File: config.mk
export PLATFORM = sky130hd
export DESIGN_NAME = sc_config_sequencer_flat
export DESIGN_NICKNAME = d
export VERILOG_FILES = /design/src/rtl/sc_config_sequencer_if.sv /design/src/rtl/sc_config_sequencer.sv /design/src/flat_wrapper.sv
export SDC_FILE = /design/constraint.sdc
export NUM_CORES = 1
export LEC_CHECK = 0
export CAP_MARGIN = 20
export CORE_UTILIZATION = 60
export CTS_CLUSTER_DIAMETER = 80
export CTS_CLUSTER_SIZE = 16
export DETAILED_ROUTE_END_ITERATION = 8
export DONT_BUFFER_PORTS = 1
export PLACE_DENSITY = 0.78
export SLEW_MARGIN = 5
export SYNTH_ARGS = -nofsm -noshare
export SYNTH_HDL_FRONTEND = slang
export SYNTH_SLANG_ARGS = --single-unit
File: constraint.sdc
create_clock -name PCLK_OUT_i -period 23.8 [get_ports PCLK_OUT_i]
set_clock_uncertainty 0.05 [all_clocks]
set_input_delay 4.76 -clock PCLK_OUT_i [delete_from_list [all_inputs] [get_ports PCLK_OUT_i]]
set_output_delay 4.76 -clock PCLK_OUT_i [all_outputs]
set_load 0.01 [all_outputs]
File: src/rtl/sc_config_sequencer_if.sv
`default_nettype none
// ============================================================================
// Module   : sc_config_sequencer_if
// Purpose  : Host configuration bus (write/read/commit) for the sequencer.
// Revision : 1.0 - initial release
// ============================================================================
interface sc_config_sequencer_if;
    logic        cfg_wr_i;
    logic        cfg_rd_i;
    logic [3:0]  cfg_addr_i;
    logic [31:0] cfg_wdata_i;
    logic [31:0] cfg_rdata_o;
    logic        commit_i;

    modport master (
        output cfg_wr_i, cfg_rd_i, cfg_addr_i, cfg_wdata_i, commit_i,
        input  cfg_rdata_o
    );

    modport slave (
        input  cfg_wr_i, cfg_rd_i, cfg_addr_i, cfg_wdata_i, commit_i,
        output cfg_rdata_o
    );
endinterface
`default_nettype wire

File: src/rtl/sc_config_sequencer.sv
`default_nettype none
// ============================================================================
// Module   : sc_config_sequencer
// Purpose  : Shadow/active config bank with frame-boundary atomic apply and
//            resync-based frame lock monitor.
// Revision : 1.0 - initial release
// ============================================================================
module sc_config_sequencer #(
    parameter int unsigned LOCK_FRAMES    = 8,
    parameter logic [23:0] TIMEOUT_CYCLES = 24'd4194304
) (
    input  wire logic               PCLK_OUT_i,
    input  wire logic               reset_i,
    sc_config_sequencer_if.slave    cfg_bus,
    input  wire logic               VSYNC_i,
    input  wire logic               resync_strobe_i,
    output logic [31:0]             h_out_config_o,
    output logic [31:0]             h_out_config2_o,
    output logic [31:0]             v_out_config_o,
    output logic [31:0]             v_out_config2_o,
    output logic [31:0]             xy_out_config_o,
    output logic [31:0]             misc_config_o,
    output logic [31:0]             sl_config_o,
    output logic [31:0]             sl_config2_o,
    output logic                    testpattern_enable_o,
    output logic                    cfg_busy_o,
    output logic                    applied_o,
    output logic                    locked_o,
    output logic                    timeout_o,
    output logic                    wr_err_o,
    output logic [7:0]              resync_cnt_o
);

    localparam logic [1:0]  c_IDLE     = 2'd0;
    localparam logic [1:0]  c_PENDING  = 2'd1;
    localparam logic [1:0]  c_APPLY    = 2'd2;
    localparam logic [7:0]  c_LOCK_MAX = 8'(LOCK_FRAMES);
    localparam logic [23:0] c_TMO_LAST = TIMEOUT_CYCLES - 24'd1;
    localparam logic [3:0]  c_CTRL_ADR = 4'd8;

    logic [1:0]        r_state;
    logic [1:0]        w_next_state;
    logic [7:0][31:0]  r_shadow;
    logic              r_shadow_tp;
    logic [7:0][31:0]  r_active;
    logic              r_active_tp;
    logic [23:0]       r_tmo_cnt;
    logic              r_busy;
    logic              r_applied;
    logic              r_timeout;
    logic              r_wr_err;
    logic              r_locked;
    logic [7:0]        r_lock_cnt;
    logic [7:0]        r_resync_cnt;
    logic              r_vs_prev;
    logic              r_rs_prev;
    logic [31:0]       r_rdata;

    logic              w_boundary;
    logic              w_rs_rise;
    logic              w_tmo_hit;
    logic              w_busy_nxt;
    logic              w_do_apply;
    logic              w_leave_pending;
    logic              w_wr_valid;
    logic              w_wr_take;
    logic              w_wr_clr;
    logic [7:0]        w_lock_nxt;
    logic [31:0]       w_rd_mux;

    assign w_boundary = r_vs_prev & ~VSYNC_i;
    assign w_rs_rise  = resync_strobe_i & ~r_rs_prev;
    assign w_tmo_hit  = (r_tmo_cnt == c_TMO_LAST);

    // State register
    always_ff @(posedge PCLK_OUT_i or posedge reset_i) begin
        if (reset_i) begin
            r_state <= c_IDLE;
        end else begin
            r_state <= w_next_state;
        end
    end

    // Next-state logic; the boundary and the timeout lead to the same state,
    // only the timeout flag distinguishes them.
    always_comb begin
        w_next_state = r_state;
        case (r_state)
            c_IDLE:    if (cfg_bus.commit_i)          w_next_state = c_PENDING;
            c_PENDING: if (w_boundary || w_tmo_hit)   w_next_state = c_APPLY;
            c_APPLY:                                  w_next_state = c_IDLE;
            default:                                  w_next_state = c_IDLE;
        endcase
    end

    // Output decode
    always_comb begin
        w_busy_nxt      = (w_next_state != c_IDLE);
        w_do_apply      = (r_state == c_APPLY);
        w_leave_pending = (r_state == c_PENDING) && (w_next_state == c_APPLY);
    end

    assign w_wr_valid = cfg_bus.cfg_wr_i && (cfg_bus.cfg_addr_i <= c_CTRL_ADR);
    assign w_wr_take  = w_wr_valid && !r_busy;
    assign w_wr_clr   = cfg_bus.cfg_wr_i && (cfg_bus.cfg_addr_i == c_CTRL_ADR)
                        && cfg_bus.cfg_wdata_i[31];

    always_comb begin
        w_rd_mux = '0;
        if (!cfg_bus.cfg_addr_i[3]) begin
            w_rd_mux = r_shadow[cfg_bus.cfg_addr_i[2:0]];
        end else if (cfg_bus.cfg_addr_i == c_CTRL_ADR) begin
            w_rd_mux = {r_wr_err, r_timeout, r_locked, r_busy, 16'h0,
                        r_resync_cnt, 3'b000, r_shadow_tp};
        end
    end

    always_comb begin
        w_lock_nxt = r_lock_cnt;
        if (w_rs_rise) begin
            w_lock_nxt = 8'd0;
        end else if (w_boundary && (r_lock_cnt != c_LOCK_MAX)) begin
            w_lock_nxt = r_lock_cnt + 8'd1;
        end
    end

    always_ff @(posedge PCLK_OUT_i or posedge reset_i) begin
        if (reset_i) begin
            r_shadow     <= '0;
            r_shadow_tp  <= 1'b0;
            r_active     <= '0;
            r_active_tp  <= 1'b0;
            r_tmo_cnt    <= '0;
            r_busy       <= 1'b0;
            r_applied    <= 1'b0;
            r_timeout    <= 1'b0;
            r_wr_err     <= 1'b0;
            r_locked     <= 1'b0;
            r_lock_cnt   <= '0;
            r_resync_cnt <= '0;
            r_vs_prev    <= 1'b1;
            r_rs_prev    <= 1'b0;
            r_rdata      <= '0;
        end else begin
            r_vs_prev <= VSYNC_i;
            r_rs_prev <= resync_strobe_i;
            r_busy    <= w_busy_nxt;
            r_applied <= w_do_apply;

            if (w_wr_take && !cfg_bus.cfg_addr_i[3]) begin
                r_shadow[cfg_bus.cfg_addr_i[2:0]] <= cfg_bus.cfg_wdata_i;
            end
            if (w_wr_take && (cfg_bus.cfg_addr_i == c_CTRL_ADR)) begin
                r_shadow_tp <= cfg_bus.cfg_wdata_i[0];
            end

            // The clear request still lands when the write itself is dropped.
            if (w_wr_valid && r_busy) begin
                r_wr_err <= 1'b1;
            end
            if (w_wr_clr) begin
                r_wr_err <= 1'b0;
            end

            if (cfg_bus.cfg_rd_i) begin
                r_rdata <= w_rd_mux;
            end

            if (r_state == c_PENDING) begin
                r_tmo_cnt <= r_tmo_cnt + 24'd1;
            end else begin
                r_tmo_cnt <= '0;
            end

            if (w_leave_pending) begin
                r_timeout <= ~w_boundary;
            end

            if (w_do_apply) begin
                r_active    <= r_shadow;
                r_active_tp <= r_shadow_tp;
            end

            r_lock_cnt <= w_lock_nxt;
            r_locked   <= (w_lock_nxt == c_LOCK_MAX);
            if (w_rs_rise && (r_resync_cnt != 8'hFF)) begin
                r_resync_cnt <= r_resync_cnt + 8'd1;
            end
        end
    end

    assign cfg_bus.cfg_rdata_o  = r_rdata;
    assign h_out_config_o       = r_active[0];
    assign h_out_config2_o      = r_active[1];
    assign v_out_config_o       = r_active[2];
    assign v_out_config2_o      = r_active[3];
    assign xy_out_config_o      = r_active[4];
    assign misc_config_o        = r_active[5];
    assign sl_config_o          = r_active[6];
    assign sl_config2_o         = r_active[7];
    assign testpattern_enable_o = r_active_tp;
    assign cfg_busy_o           = r_busy;
    assign applied_o            = r_applied;
    assign locked_o             = r_locked;
    assign timeout_o            = r_timeout;
    assign wr_err_o             = r_wr_err;
    assign resync_cnt_o         = r_resync_cnt;

endmodule
`default_nettype wire

File: src/flat_wrapper.sv
// flat-port wrapper written by rule: the top's interface ports become plain ports
module sc_config_sequencer_flat 
#(
    parameter int unsigned LOCK_FRAMES    = 8,
    parameter logic [23:0] TIMEOUT_CYCLES = 24'd4194304
)
  (PCLK_OUT_i, reset_i, VSYNC_i, resync_strobe_i, h_out_config_o, h_out_config2_o, v_out_config_o, v_out_config2_o, xy_out_config_o, misc_config_o, sl_config_o, sl_config2_o, testpattern_enable_o, cfg_busy_o, applied_o, locked_o, timeout_o, wr_err_o, resync_cnt_o, cfg_bus_cfg_wr_i, cfg_bus_cfg_rd_i, cfg_bus_cfg_addr_i, cfg_bus_cfg_wdata_i, cfg_bus_commit_i, cfg_bus_cfg_rdata_o);
  sc_config_sequencer_if cfg_bus_i ();
  input  wire logic PCLK_OUT_i;
  input  wire logic reset_i;
  input  wire logic VSYNC_i;
  input  wire logic resync_strobe_i;
  output logic [31:0] h_out_config_o;
  output logic [31:0] h_out_config2_o;
  output logic [31:0] v_out_config_o;
  output logic [31:0] v_out_config2_o;
  output logic [31:0] xy_out_config_o;
  output logic [31:0] misc_config_o;
  output logic [31:0] sl_config_o;
  output logic [31:0] sl_config2_o;
  output logic testpattern_enable_o;
  output logic cfg_busy_o;
  output logic applied_o;
  output logic locked_o;
  output logic timeout_o;
  output logic wr_err_o;
  output logic [7:0] resync_cnt_o;
  input wire logic [$bits(cfg_bus_i.cfg_wr_i)-1:0] cfg_bus_cfg_wr_i;
  input wire logic [$bits(cfg_bus_i.cfg_rd_i)-1:0] cfg_bus_cfg_rd_i;
  input wire logic [$bits(cfg_bus_i.cfg_addr_i)-1:0] cfg_bus_cfg_addr_i;
  input wire logic [$bits(cfg_bus_i.cfg_wdata_i)-1:0] cfg_bus_cfg_wdata_i;
  input wire logic [$bits(cfg_bus_i.commit_i)-1:0] cfg_bus_commit_i;
  output wire logic [$bits(cfg_bus_i.cfg_rdata_o)-1:0] cfg_bus_cfg_rdata_o;
  assign cfg_bus_i.cfg_wr_i = cfg_bus_cfg_wr_i;
  assign cfg_bus_i.cfg_rd_i = cfg_bus_cfg_rd_i;
  assign cfg_bus_i.cfg_addr_i = cfg_bus_cfg_addr_i;
  assign cfg_bus_i.cfg_wdata_i = cfg_bus_cfg_wdata_i;
  assign cfg_bus_i.commit_i = cfg_bus_commit_i;
  assign cfg_bus_cfg_rdata_o = cfg_bus_i.cfg_rdata_o;
  sc_config_sequencer #(.LOCK_FRAMES(LOCK_FRAMES), .TIMEOUT_CYCLES(TIMEOUT_CYCLES)) u_core (.PCLK_OUT_i(PCLK_OUT_i), .reset_i(reset_i), .cfg_bus(cfg_bus_i), .VSYNC_i(VSYNC_i), .resync_strobe_i(resync_strobe_i), .h_out_config_o(h_out_config_o), .h_out_config2_o(h_out_config2_o), .v_out_config_o(v_out_config_o), .v_out_config2_o(v_out_config2_o), .xy_out_config_o(xy_out_config_o), .misc_config_o(misc_config_o), .sl_config_o(sl_config_o), .sl_config2_o(sl_config2_o), .testpattern_enable_o(testpattern_enable_o), .cfg_busy_o(cfg_busy_o), .applied_o(applied_o), .locked_o(locked_o), .timeout_o(timeout_o), .wr_err_o(wr_err_o), .resync_cnt_o(resync_cnt_o));
endmodule
== Yosys cells after proc, flatten, opt, wreduce, memory -nomap -nowiden ==
Index checks and enable logic that the tools add are counted.

* Bits in registers: 595
* Word-level logic and storage cells: 81

* Add/subtract/negate cells: 3
* Order comparisons: 3
* Eq/ne operators: 8
* Muxes and demuxes: 15
* Bitwise gates (word level): 5
* Reductions and logical operators: 17

{| class="wikitable"
|+ Operators by type and width
! operator !! number
|-
| $bwmux W256 || 1
|-
| $mux W32 || 4
|-
| $bmux W32 S3 || 1
|-
| $demux W32 S3 || 1
|-
| $add A24 B1 Y24 const B || 1
|-
| $eq A24 B22 Y1 const B || 1
|-
| $mux W24 || 1
|-
| $add A8 B1 Y8 const B || 2
|-
| $mux W8 || 2
|-
| $logic_and A1 B1 Y1 || 11
|-
| $eq A8 B4 Y1 const B || 1
|-
| $ne A8 B4 Y1 const B || 1
|-
| $ne A8 B8 Y1 const B || 1
|-
| $eq A2 B2 Y1 const B || 2
|-
| $eq A4 B4 Y1 const B || 1
|-
| $le A4 B4 Y1 const B || 1
|-
| $lt A3 B4 Y1 const B || 1
|-
| $mux W2 || 2
|-
| $pmux W2 S2 || 1
|-
| $reduce_bool A2 Y1 || 2
|-
| $ge A3 B1 Y1 const B || 1
|-
| $not A1 Y1 || 3
|-
| $and A1 B1 Y1 || 2
|-
| $eq A2 B1 Y1 const B || 1
|-
| 4 further kinds || 6
|}

== Depth between registers and ports, before layout ==
Gate-level depths: netlist of the first run.

* Depth in word-level cells: 7
* Gate-level depth with buffers: 8

== Worst setup path after synthesis of the first run ==
OpenSTA, ideal clock, no wires.

* Kind: in2reg
* From: input port cfg_bus_cfg_addr_i[2]
* To: register u_core.r_rdata[13], in the netlist u_core.cfg_bus.cfg_rdata_o[13]
* Setup time: 141 ps
* Data arrival time: 5,984 ps
* Data required time: 23,609 ps
* Path slack: 17,625 ps
* Stages on the path: 7
* Buffers on the path: 4
* Cell sequence: buf_2 buf_6 buf_2 buf_2 mux4_2 mux2i_1 o22ai_1

* Longest elaborated chain between the ends: 3

{| class="wikitable"
|+ Ends and longest elaborated chain
! element !! RTL line !! text
|-
| start: declaration || flat_wrapper.sv:30 || <nowiki>input wire logic [$bits(cfg_bus_i.cfg_addr_i)-1:0] cfg_bus_cfg_addr_i;</nowiki>
|-
| $bmux W32 S3 || sc_config_sequencer.sv:111 || <nowiki>w_rd_mux = r_shadow[cfg_bus.cfg_addr_i[2:0]];</nowiki>
|-
| $mux W32 (not written as such) || sc_config_sequencer.sv:111 ||
|-
| $mux W32 || sc_config_sequencer.sv:110 || <nowiki>if (!cfg_bus.cfg_addr_i[3]) begin</nowiki>
|-
| end signal: assignment || sc_config_sequencer.sv:166 || <nowiki>r_rdata <= w_rd_mux;</nowiki>
|-
| end: declaration || sc_config_sequencer.sv:57 || <nowiki>logic [31:0] r_rdata;</nowiki>
|}

Every way passes these cells. The select of a mux whose other input is x is not followed.
A chain may end at the register's enable or synchronous reset.

== Worst setup path after layout of the first run ==
* From: input port cfg_bus_cfg_addr_i[1]
* To: register u_core.r_shadow[58] (netlist name)

* Longest elaborated chain between the ends: 5
* Elaborated cells on any way between the ends: 10
* Classes of those cells: order compare (3); mux (3); reduce/logical (4)

{| class="wikitable"
|+ Ends and longest elaborated chain
! element !! RTL line !! text
|-
| $lt A3 B4 Y1 (not written as such) / $ge A3 B1 Y1 (equally long branches) || sc_config_sequencer.sv:151 || <nowiki>r_shadow[cfg_bus.cfg_addr_i[2:0]] <= cfg_bus.cfg_wdata_i;</nowiki>
|-
| $logic_and A1 B1 Y1 (not written as such) || sc_config_sequencer.sv:151 ||
|-
| $mux W32 (not written as such) || sc_config_sequencer.sv:151 ||
|-
| $demux W32 S3 || -- ||
|-
| $bwmux W256 || sc_config_sequencer.sv:151 ||
|-
| end signal: indexed assignment || sc_config_sequencer.sv:151 ||
|-
| end: declaration || sc_config_sequencer.sv:43 || <nowiki>logic [7:0][31:0] r_shadow;</nowiki>
|}

Parallel ways exist; a longest one is shown, timed or not.

==> impl_metrics.toml, run 1 <==
[outcome]
status = "complete, no violations"

[power_and_ir_drop]
sequentialPowerShare_pct = 60.2
switching_share_pct = 30.3
p_comb_share_pct = 14.3
netSwitchingPower_mw = 0.809
ir_drop_v = 0.0000766
p_leak_nw = 12.3
clkPwrFrac_pct = 25.5
intPower_mw = 1.86
powerDensity_mw_per_mm2 = 101

[floorplanning]
start_util_pct = 60.7
core_mm2 = 0.0407
die-height_um = 205
ios = 345
rows = 74
dieArea_mm2 = 0.0420
die_w_um = 205

[synth]
netlist_area_mm2 = 0.0247
yosysTopAreaCellShare_pct = 60.1
yosys.area_share.simple_pct = 4.01
syn_avg_cell_area_um2 = 14.6
yosysTopAreaCell = "dfrtp_1"
async_flop_share_pct = 100
synth_ff_type = "dfrtp_1"
yosys-top-cells-area = "dfrtp_1, mux2_2, mux4_2"
synth_top_family_by_area = "multiplexers"
synth_compound_area_share_pct = 4.50
synth_fa_ha_area_share_pct = 0.202
synth_cell_types = 65
ys_ff_latch = 595
syn-num-nets = 1744
synth_xor_xnor_area_share_pct = 1.03
yosysSeqAreaShare_pct = 60.2
yosysWarningCount = 0
synthCells = 1697
muxShareOfSynthArea_pct = 27.5
synth_edf_count = 0

[route]
detail_route.iter0.violations = 1249
vias_per_cell = 6.49
wirelength_um = 63200
wl_per_cell_um = 28.7
drc = 0
ant_nets = 0
via_count = 14300
firstDrtPassIters = 5

[critical_path]
critPathKind = "in -> reg"
critPathRequiredTime_ns = 24.21
cp-end-kind = "flip-flop"
r2r_start = "u_core.r_state[0]"
cp_max_fo = 74
cp-start-kind = "input port"
rr_endpoint = "u_core.v_out_config_o[14]"
r2r_cells = 4
rrSetupSlack_ns = 21.02
crit_arrival_ns = 6.87

[place]
dp_slack_ns = 16.40
dpl-instance-area_mm2 = 0.0251
dp_hpwl_um = 39500
gp_congestion = 0.873
dp_cells = 2147
portBuffers = 0

[finish]
final_cell_mix = "dfrtp_1, mux2_2, nor2_1, clkbuf_16, a21oi_1"
mostFrequentLayoutCell = "dfrtp_1"
drive_gt1_share_pct = 38.2
syn_to_final_growth_pct = 6.36
final_util_pct = 64.6
layout.nets = 1708
fin_cells = 2204
final_area_mm2 = 0.0263

[clocking]
cts_max_path_buffers = 3
cts_sinks = 595
clk_pin_slew_ns = 0.07
hold_buffers = 0
cts_resized = 0
clkLatencyLatePin_ns = 0.59
cts_tree = "done"
cts_buffers = 43
root_buffer = "clkbuf_16"
cts_htree_levels = 2
post_cts_buffers = 0

[global_routing]
globalRoute.totalOverflow = 0
grt_pass1_vias = 14900
antenna_found_initial = 1
track_usage_pct = 30.3
grt_max_degree = 171
grt_first_pass_wirelength_um = 94500

[timing]
period_share_pct = 27.1
maxSlewViolCount = 0
setup_viol = 0
fmax_mhz = 155
setup_ws_ns = 17.35
setup_tns_ns = 0
rsz0062_at_grt = "no"
post-route-min-period_ns = 6.45
final_hold_viol_count = 0
slew_headroom_pct = 29.6
worstMarginPinSlew_ns = 1.06

[worst_hold_path]
min_to = "u_core.cfg_busy_o"
hold_start = "u_core.r_state[1]"
hold_path_class = "reg -> reg"
min_path_cells = 1

[flow_run]
drv_cap = 0
[power by group through the flow]
stage          sequential, mW  combinational (mW)  clock, mW
2_1_floorplan            1.51               0.335          0
3_3_place_gp             1.61               0.361          0
3_5_place_dp             1.62               0.382          0
4_1_cts                  1.60               0.386      0.689
5_1_grt                  1.64               0.419      0.728
6_report                 1.61               0.382      0.680
[flip-flops by register name (all words and copies together) (netlist names), 2 cells and up]
signal                      count
u_core.r_state                  2
u_core.sl_config2_o            32
u_core.v_out_config2_o         32
u_core.r_shadow               256
u_core.r_lock_cnt               8
u_core.r_tmo_cnt               24
u_core.xy_out_config_o         32
u_core.h_out_config_o          32
u_core.h_out_config2_o         32
u_core.sl_config_o             32
u_core.resync_cnt_o             8
u_core.cfg_bus.cfg_rdata_o     32
u_core.misc_config_o           32
u_core.v_out_config_o          32
[how the worst max path moves through the flow]
stage / startpoint / to / slack [ns] / cells past startpoint
after global placement: reset_i / u_core.h_out_config_o[8] / 16.47 / 3
after global routing: reset_i / u_core.r_shadow[228] / 17.05 / 3
final: cfg_bus_cfg_addr_i[1] / u_core.r_shadow[58] / 17.35 / 4
after floorplan: reset_i / u_core.applied_o / 2.34 / 1
after detailed placement: reset_i / u_core.v_out_config_o[8] / 16.40 / 3
after CTS: reset_i / u_core.h_out_config_o[11] / 17.04 / 3
[worst max-delay path, cell delays in order]
cell	delay, ns
and2b_1	0.71
nand2_2	0.54
buf_4	0.45
mux2_2	0.34
[cell type report]
class                           instances  area (um^2)
Inverter                               29          116
Tap cell                              532          666
Antenna cell                            1         2.50
Multi-Input combinational cell        973         9270
Timing Repair Buffer                   19          188
Fill cell                            2889        14400
Sequential cell                       595        14900
Clock inverter                          1         16.3
Clock buffer                           54         1160
[layer usage]
layer / part of all wire, % / vias up / track usage [%]
met2: 48 / 537 / 48.4
met4: 2.3 / 0 / 8.99
met5: 0 / - / 0
li1: - / 6037 / -
met1: 39 / 7643 / 39.5
met3: 10 / 90 / 10.1
[metrics by stage]
stage	total power [mW]	hold slack [ns]
finish	2.67	0.396
CTS	2.68	0.394
detailed placement	2.00	0.383
global route	2.79	0.420
floorplan	1.84	0.361
global placement	1.97	0.376
[cells in the mapped netlist, types with 14 or more instances]
master / instances
dfrtp_1: 594
mux2_2: 522
buf_2: 69
nor2_1: 68
a21oi_1: 42
nand2_1: 41
a22oi_1: 31
inv_1: 28
mux2i_1: 27
mux4_2: 22
clkbuf_1: 21
a221oi_1: 20
o22ai_1: 20
xnor2_1: 19
o21ai_0: 18
mux2_1: 15
nand3_1: 14
[cells by family after synthesis]
kind of cell	Yosys count
AOI/OAI and AO/OA	162
adders and majority gates	4
and+or+nand+nor	192
buffers and inverters	129
DFF	595
muxes	586
xor gates and xnor gates	29
(Power assumes the default switching activity.)
==> run 2, diff against run 1 <==
--- a/config.mk
+++ b/config.mk
@@ -6,12 +6,12 @@
 export NUM_CORES = 1
 export LEC_CHECK = 0
 export CAP_MARGIN = 20
-export CORE_UTILIZATION = 60
+export CORE_UTILIZATION = 57
 export CTS_CLUSTER_DIAMETER = 80
 export CTS_CLUSTER_SIZE = 16
 export DETAILED_ROUTE_END_ITERATION = 8
 export DONT_BUFFER_PORTS = 1
-export PLACE_DENSITY = 0.78
+export PLACE_DENSITY = 0.77
 export SLEW_MARGIN = 5
 export SYNTH_ARGS = -nofsm -noshare
 export SYNTH_HDL_FRONTEND = slang
==> constraint.sdc (replaced) <==
create_clock -name PCLK_OUT_i -period 5.8 [get_ports PCLK_OUT_i]
set_clock_uncertainty 0.05 [all_clocks]
set_input_delay 1.16 -clock PCLK_OUT_i [delete_from_list [all_inputs] [get_ports PCLK_OUT_i]]
set_output_delay 1.16 -clock PCLK_OUT_i [all_outputs]
set_load 0.01 [all_outputs]
==> run 2 against run 1 <==
  * Register-to-register slack got worse by 18 ns
  * Design area rose by 0.44%
  * Final cell count is 2.0% higher
  * Sequential power increased to 4.1 times the previous value
  * Die area is 5.2% higher
  * Count of clock-buffer cells in the layout down 1
  * Sequential share of layout area decreased by 0.25 points
  * First-iteration DRC count down 12%
  * Clock power grew to 4.1 times the previous value
  * Largest cell class unchanged
  * Largest power group unchanged
  * Highest routed layer unchanged
==> impl_metrics.toml, run 2 (synthesis gave the netlist of run 1 again) <==
[route]
firstDrtPassIters = 8
vias_per_cell = 6.35
drc = 0
route.met3.wl_um = 5890
wl_met1_um = 25800
detail_route.iter0.violations = 1102
ant_nets = 0
met2_length_um = 29500
via_count = 14300
top_layer = "met4"
wirelength_um = 63100
wl_per_cell_um = 28.1

[critical_path]
crit_arrival_ns = 3.32
cp-start-kind = "input port"
critPathKind = "in -> reg"
crit_chain = "and2b_1 -> nand2_2 -> buf_16 -> mux2_2"
slowest_stage = "nand2_2"
rrSetupSlack_ns = 3.06
rr_endpoint = "u_core.r_shadow[59]"
cp_max_fo = 74
crit_end = "u_core.r_shadow[59]"
r2r_start = "u_core.cfg_busy_o"
r2r_cells = 5
critPathLaunch = "cfg_bus_cfg_addr_i[1]"
critPathRequiredTime_ns = 6.20
cp-end-kind = "flip-flop"
slowest_delay_ns = 0.73

[place]
dpl-instance-area_mm2 = 0.0252
dp_hpwl_um = 40500
portBuffers = 0
dp_slack_ns = 2.25
gp_congestion = 0.834

[floorplanning]
die_w_um = 210
core_mm2 = 0.0424
start_util_pct = 58.3
dieArea_mm2 = 0.0442
ios = 345
rows = 75
die-height_um = 210

[flow_run]
drv_cap = 0

[timing]
maxSlewViolCount = 0
slew_headroom_pct = 23.6
final_hold_viol_count = 0
fmax_mhz = 342
rsz0062_at_grt = "no"
post-route-min-period_ns = 2.92
setup_viol = 0
period_share_pct = 50.4
setup_ws_ns = 2.88
worstMarginPinSlew_ns = 1.15

[finish]
final_area_mm2 = 0.0264
largest_reg_flops = 256
final_cell_mix = "dfrtp_1, mux2_2, nor2_1, clkbuf_16, a21oi_1"
top_register = "u_core.r_shadow"
syn_to_final_growth_pct = 6.82
layout.nets = 1705
drive_gt1_share_pct = 38.2
mostFrequentLayoutCell = "dfrtp_1"
nFillCells = 3151

[global_routing]
track_usage_pct = 29.1
grt_pass1_vias = 15000
grt_first_pass_wirelength_um = 95800
globalRoute.totalOverflow = 0
antenna_found_initial = 1
grt_max_degree = 166

[clocking]
cts_max_path_buffers = 3
post_cts_buffers = 0
root_buffer = "clkbuf_16"
cts_sinks = 595
cts_buffers = 43
clkLatencyLatePin_ns = 0.58
clk_pin_slew_ns = 0.07
cts_tree = "done"
hold_buffers = 0
cts_resized = 0
cts_htree_levels = 2

[worst_hold_path]
hold_path_class = "reg -> reg"

[power_and_ir_drop]
powerDensity_mw_per_mm2 = 414
p_leak_nw = 12.4
power_mw = 11.0
ir_drop_v = 0.000338

[outcome]
status = "complete, no violations"
run 2: cell count changes in the layout (fill, tap and decap cells not counted), sizes merged:
cell	before	now
buf	19	16
clkbuf	54	53
clkinv	2	3
clkinvlp	0	1
run 2: through the flow:
step	hold slack (ns)	util [%]	setup TNS [ns]	cells
floorplan	0.361	-	-2093.59	1697
global placement	0.390	59.3	0	2185
detailed placement	0.401	59.5	0	2189
CTS	0.408	62.2	0	2245
global route	0.403	62.3	0	2246
finish	0.396	62.3	0	2247
run 2: power breakdown:
part | switching [mW] | internal [mW]
Combinational | 0.582 | 0.992
Clock | 1.38 | 1.40
Sequential | 1.35 | 5.24
run 2: worst max-delay path: cells and delay by family:
family	cells	cell delay, ns
multiplexers	1	0.29
buffers and inverters	1	0.41
AND/OR/NAND/NOR	2	1.43
run 2: cell type report:
| class | instances | area (um^2) | area share (%) |
|---|---|---|---|
| inverter | 29 | 113 | 0.426 |
| clock inverter | 3 | 18.8 | 0.0710 |
| tap | 577 | 722 | 2.73 |
| clock buffer | 53 | 1160 | 4.38 |
| multi-input combinational | 973 | 9250 | 35.0 |
| timing repair buffer | 16 | 265 | 1.00 |
| antenna | 1 | 2.50 | 0.00947 |
| sequential | 595 | 14900 | 56.4 |
run 2: worst min path at each step:
stage / from / endpoint / cells after the start
global route: u_core.r_state[1] / u_core.cfg_busy_o / 1
CTS: reset_i / u_core.sl_config2_o[25] / 1
detailed placement: u_core.r_state[1] / u_core.cfg_busy_o / 1
finish: u_core.r_state[1] / u_core.cfg_busy_o / 1
floorplan: u_core.r_state[1] / u_core.cfg_busy_o / 1
global placement: u_core.r_tmo_cnt[0] / u_core.r_tmo_cnt[0] / 1
run 2: metal layers:
layer | up-vias | track usage [%]
met5 | - | 0
li1 | 6031 | -
met2 | 492 | 45.4
met1 | 7616 | 38.2
met3 | 121 | 9.65
met4 | 0 | 10.3
==> run 3, diff against run 2 <==
--- a/config.mk
+++ b/config.mk
@@ -6,12 +6,12 @@
 export NUM_CORES = 1
 export LEC_CHECK = 0
 export CAP_MARGIN = 20
-export CORE_UTILIZATION = 57
+export CORE_UTILIZATION = 60
 export CTS_CLUSTER_DIAMETER = 80
 export CTS_CLUSTER_SIZE = 16
 export DETAILED_ROUTE_END_ITERATION = 8
 export DONT_BUFFER_PORTS = 1
-export PLACE_DENSITY = 0.77
+export PLACE_DENSITY = 0.78
 export SLEW_MARGIN = 5
 export SYNTH_ARGS = -nofsm -noshare
 export SYNTH_HDL_FRONTEND = slang
==> constraint.sdc (replaced) <==
create_clock -name PCLK_OUT_i -period 2.7 [get_ports PCLK_OUT_i]
set_clock_uncertainty 0.05 [all_clocks]
set_input_delay 0.54 -clock PCLK_OUT_i [delete_from_list [all_inputs] [get_ports PCLK_OUT_i]]
set_output_delay 0.54 -clock PCLK_OUT_i [all_outputs]
set_load 0.01 [all_outputs]
==> run 3 against run 2 <==
  * First-iteration DRC count is essentially flat
  * Via count grew 1.2%
  * Sequential power grew 120%
  * Utilization up 3.5 points
  * Power up 110%
  * Design area up 1.4%
  * Sequential share of layout area shrank 0.79 points
  * Die area fell by 5.0%
  * Clock power is 110% higher
  * Flip-flop and latch count is the same
  * Highest routed layer unchanged
==> impl_metrics.toml, run 3 (synthesis gave the netlist of run 1 again) <==
[critical_path]
crit_arrival_ns = 2.45
cp_common_cell = "and3_1"
crit_chain = "ha_1 -> and3_1 -> a41oi_2 -> and3_1 -> nand3_1 -> xnor2_1"
critPathKind = "reg -> reg"
slowest_delay_ns = 0.51
critPathRequiredTime_ns = 3.08
rrSetupSlack_ns = 0.63
slowest_stage = "dfrtp_1"
rr_endpoint = "u_core.resync_cnt_o[7]"
cp-end-kind = "flip-flop"
r2r_start = "u_core.resync_cnt_o[0]"
cp_max_fo = 7
cp-start-kind = "flip-flop"
r2r_cells = 6

[clocking]
hold_buffers = 5
clkLatencyLatePin_ns = 0.56
cts_max_path_buffers = 3
clk_pin_slew_ns = 0.07
cts_resized = 0
cts_buffers = 43
cts_tree = "done"
cts_sinks = 595
cts_htree_levels = 2
root_buffer = "clkbuf_16"
post_cts_buffers = 0

[flow_run]
drv_cap = 0

[global_routing]
grt_first_pass_wirelength_um = 95600
grt_max_degree = 91
track_usage_pct = 30.6
globalRoute.totalOverflow = 0
grt_pass1_vias = 15200
antenna_found_initial = 0

[floorplanning]
die-height_um = 205
start_util_pct = 60.7
ios = 345
rows = 74
core_mm2 = 0.0407
dieArea_mm2 = 0.0420
die_w_um = 205

[route]
firstDrtPassIters = 5
vias_per_cell = 6.43
drc = 0
ant_nets = 0
detail_route.iter0.violations = 1101
via_count = 14400
wl_per_cell_um = 28.0
wirelength_um = 63000

[place]
dp_slack_ns = 0.528
gp_congestion = 0.853
portBuffers = 0
dp_cells = 2186
dp_hpwl_um = 41400

[timing]
setup_ws_ns = 0.629
setup_viol = 0
slew_headroom_pct = 44.5
worstMarginPinSlew_ns = 0.832
fmax_mhz = 483
setup_tns_ns = 0
period_share_pct = 76.7
post-route-min-period_ns = 2.07
rsz0062_at_grt = "no"
final_hold_viol_count = 0
hold_slack_ns = 0.0285
maxSlewViolCount = 0

[finish]
drive_gt1_share_pct = 39.6
top_register = "u_core.r_shadow"
final_cell_mix = "dfrtp_1, mux2_2, nor2_1, clkbuf_16, a21oi_1"
fin_cells = 2246
syn_to_final_growth_pct = 8.35
mostFrequentLayoutCell = "dfrtp_1"
diodes = 0
largest_reg_flops = 256
layout.nets = 1751

[worst_hold_path]
min_path_cells = 1
hold_start = "cfg_bus_cfg_rd_i"
hold_path_class = "in -> reg"
min_to = "u_core.cfg_bus.cfg_rdata_o[2]"

[power_and_ir_drop]
ir_drop_v = 0.000607
powerDensity_mw_per_mm2 = 878
p_leak_nw = 12.6
power_mw = 23.5

[outcome]
status = "complete, no violations"
run 3: changes by cell type in the layout (fill, tap and decap cells not counted), sizes merged:
cell / before / now
dlygate4sd3: 0 / 5
clkinvlp: 1 / 2
clkinv: 3 / 1
buf: 16 / 57
diode: 1 / 0
run 3: per-stage QoR:
step	area, um^2	utilization [%]
after global routing	26800	65.8
after floorplan	24700	-
final	26800	65.8
after global placement	25600	62.8
after detailed placement	25600	62.8
after CTS	26800	65.8
run 3: worst max-delay path: cells and delay by family, from the launching register on:
family	cells	cell delay [ns]
AND/OR/NAND/NOR	3	0.60
XOR/XNOR	1	0.15
AO/OA/AOI/OAI	1	0.37
flip-flops	1	0.51
adder cells (fa/ha/maj)	1	0.27
run 3: worst max-delay path by stage:
stage	from	endpoint	slack [ns]	cells past startpoint
global placement	cfg_bus_cfg_addr_i[3]	u_core.r_shadow[114]	0.53	5
detailed placement	cfg_bus_cfg_addr_i[3]	u_core.r_shadow[121]	0.53	5
CTS	u_core.resync_cnt_o[0]	u_core.resync_cnt_o[7]	0.65	6
floorplan	reset_i	u_core.applied_o	-6.00	1
finish	u_core.resync_cnt_o[0]	u_core.resync_cnt_o[7]	0.63	6
global route	u_core.r_tmo_cnt[8]	u_core.r_state[1]	0.53	5
run 3: power breakdown:
part / internal (mW) / total [mW] / switching, mW
Sequential: 11.3 / 14.2 / 2.89
Combinational: 2.18 / 3.43 / 1.25
Clock: 3.00 / 5.93 / 2.94
run 3: per-layer routing:
layer / GRT usage (%) / share of wire (%)
met5: 0 / 0
met4: 8.89 / 2.6
met3: 10.0 / 9.8
met2: 48.4 / 48
met1: 40.3 / 40
run 3: layout make-up:
type                       count  area [um^2]
inverter                      29          113
timing repair buffer          62          691
sequential                   595        14900
tap                          532          666
multi-input combinational    973         9270
clock inverter                 2         16.3
fill                        2870        13900
clock buffer                  53         1160
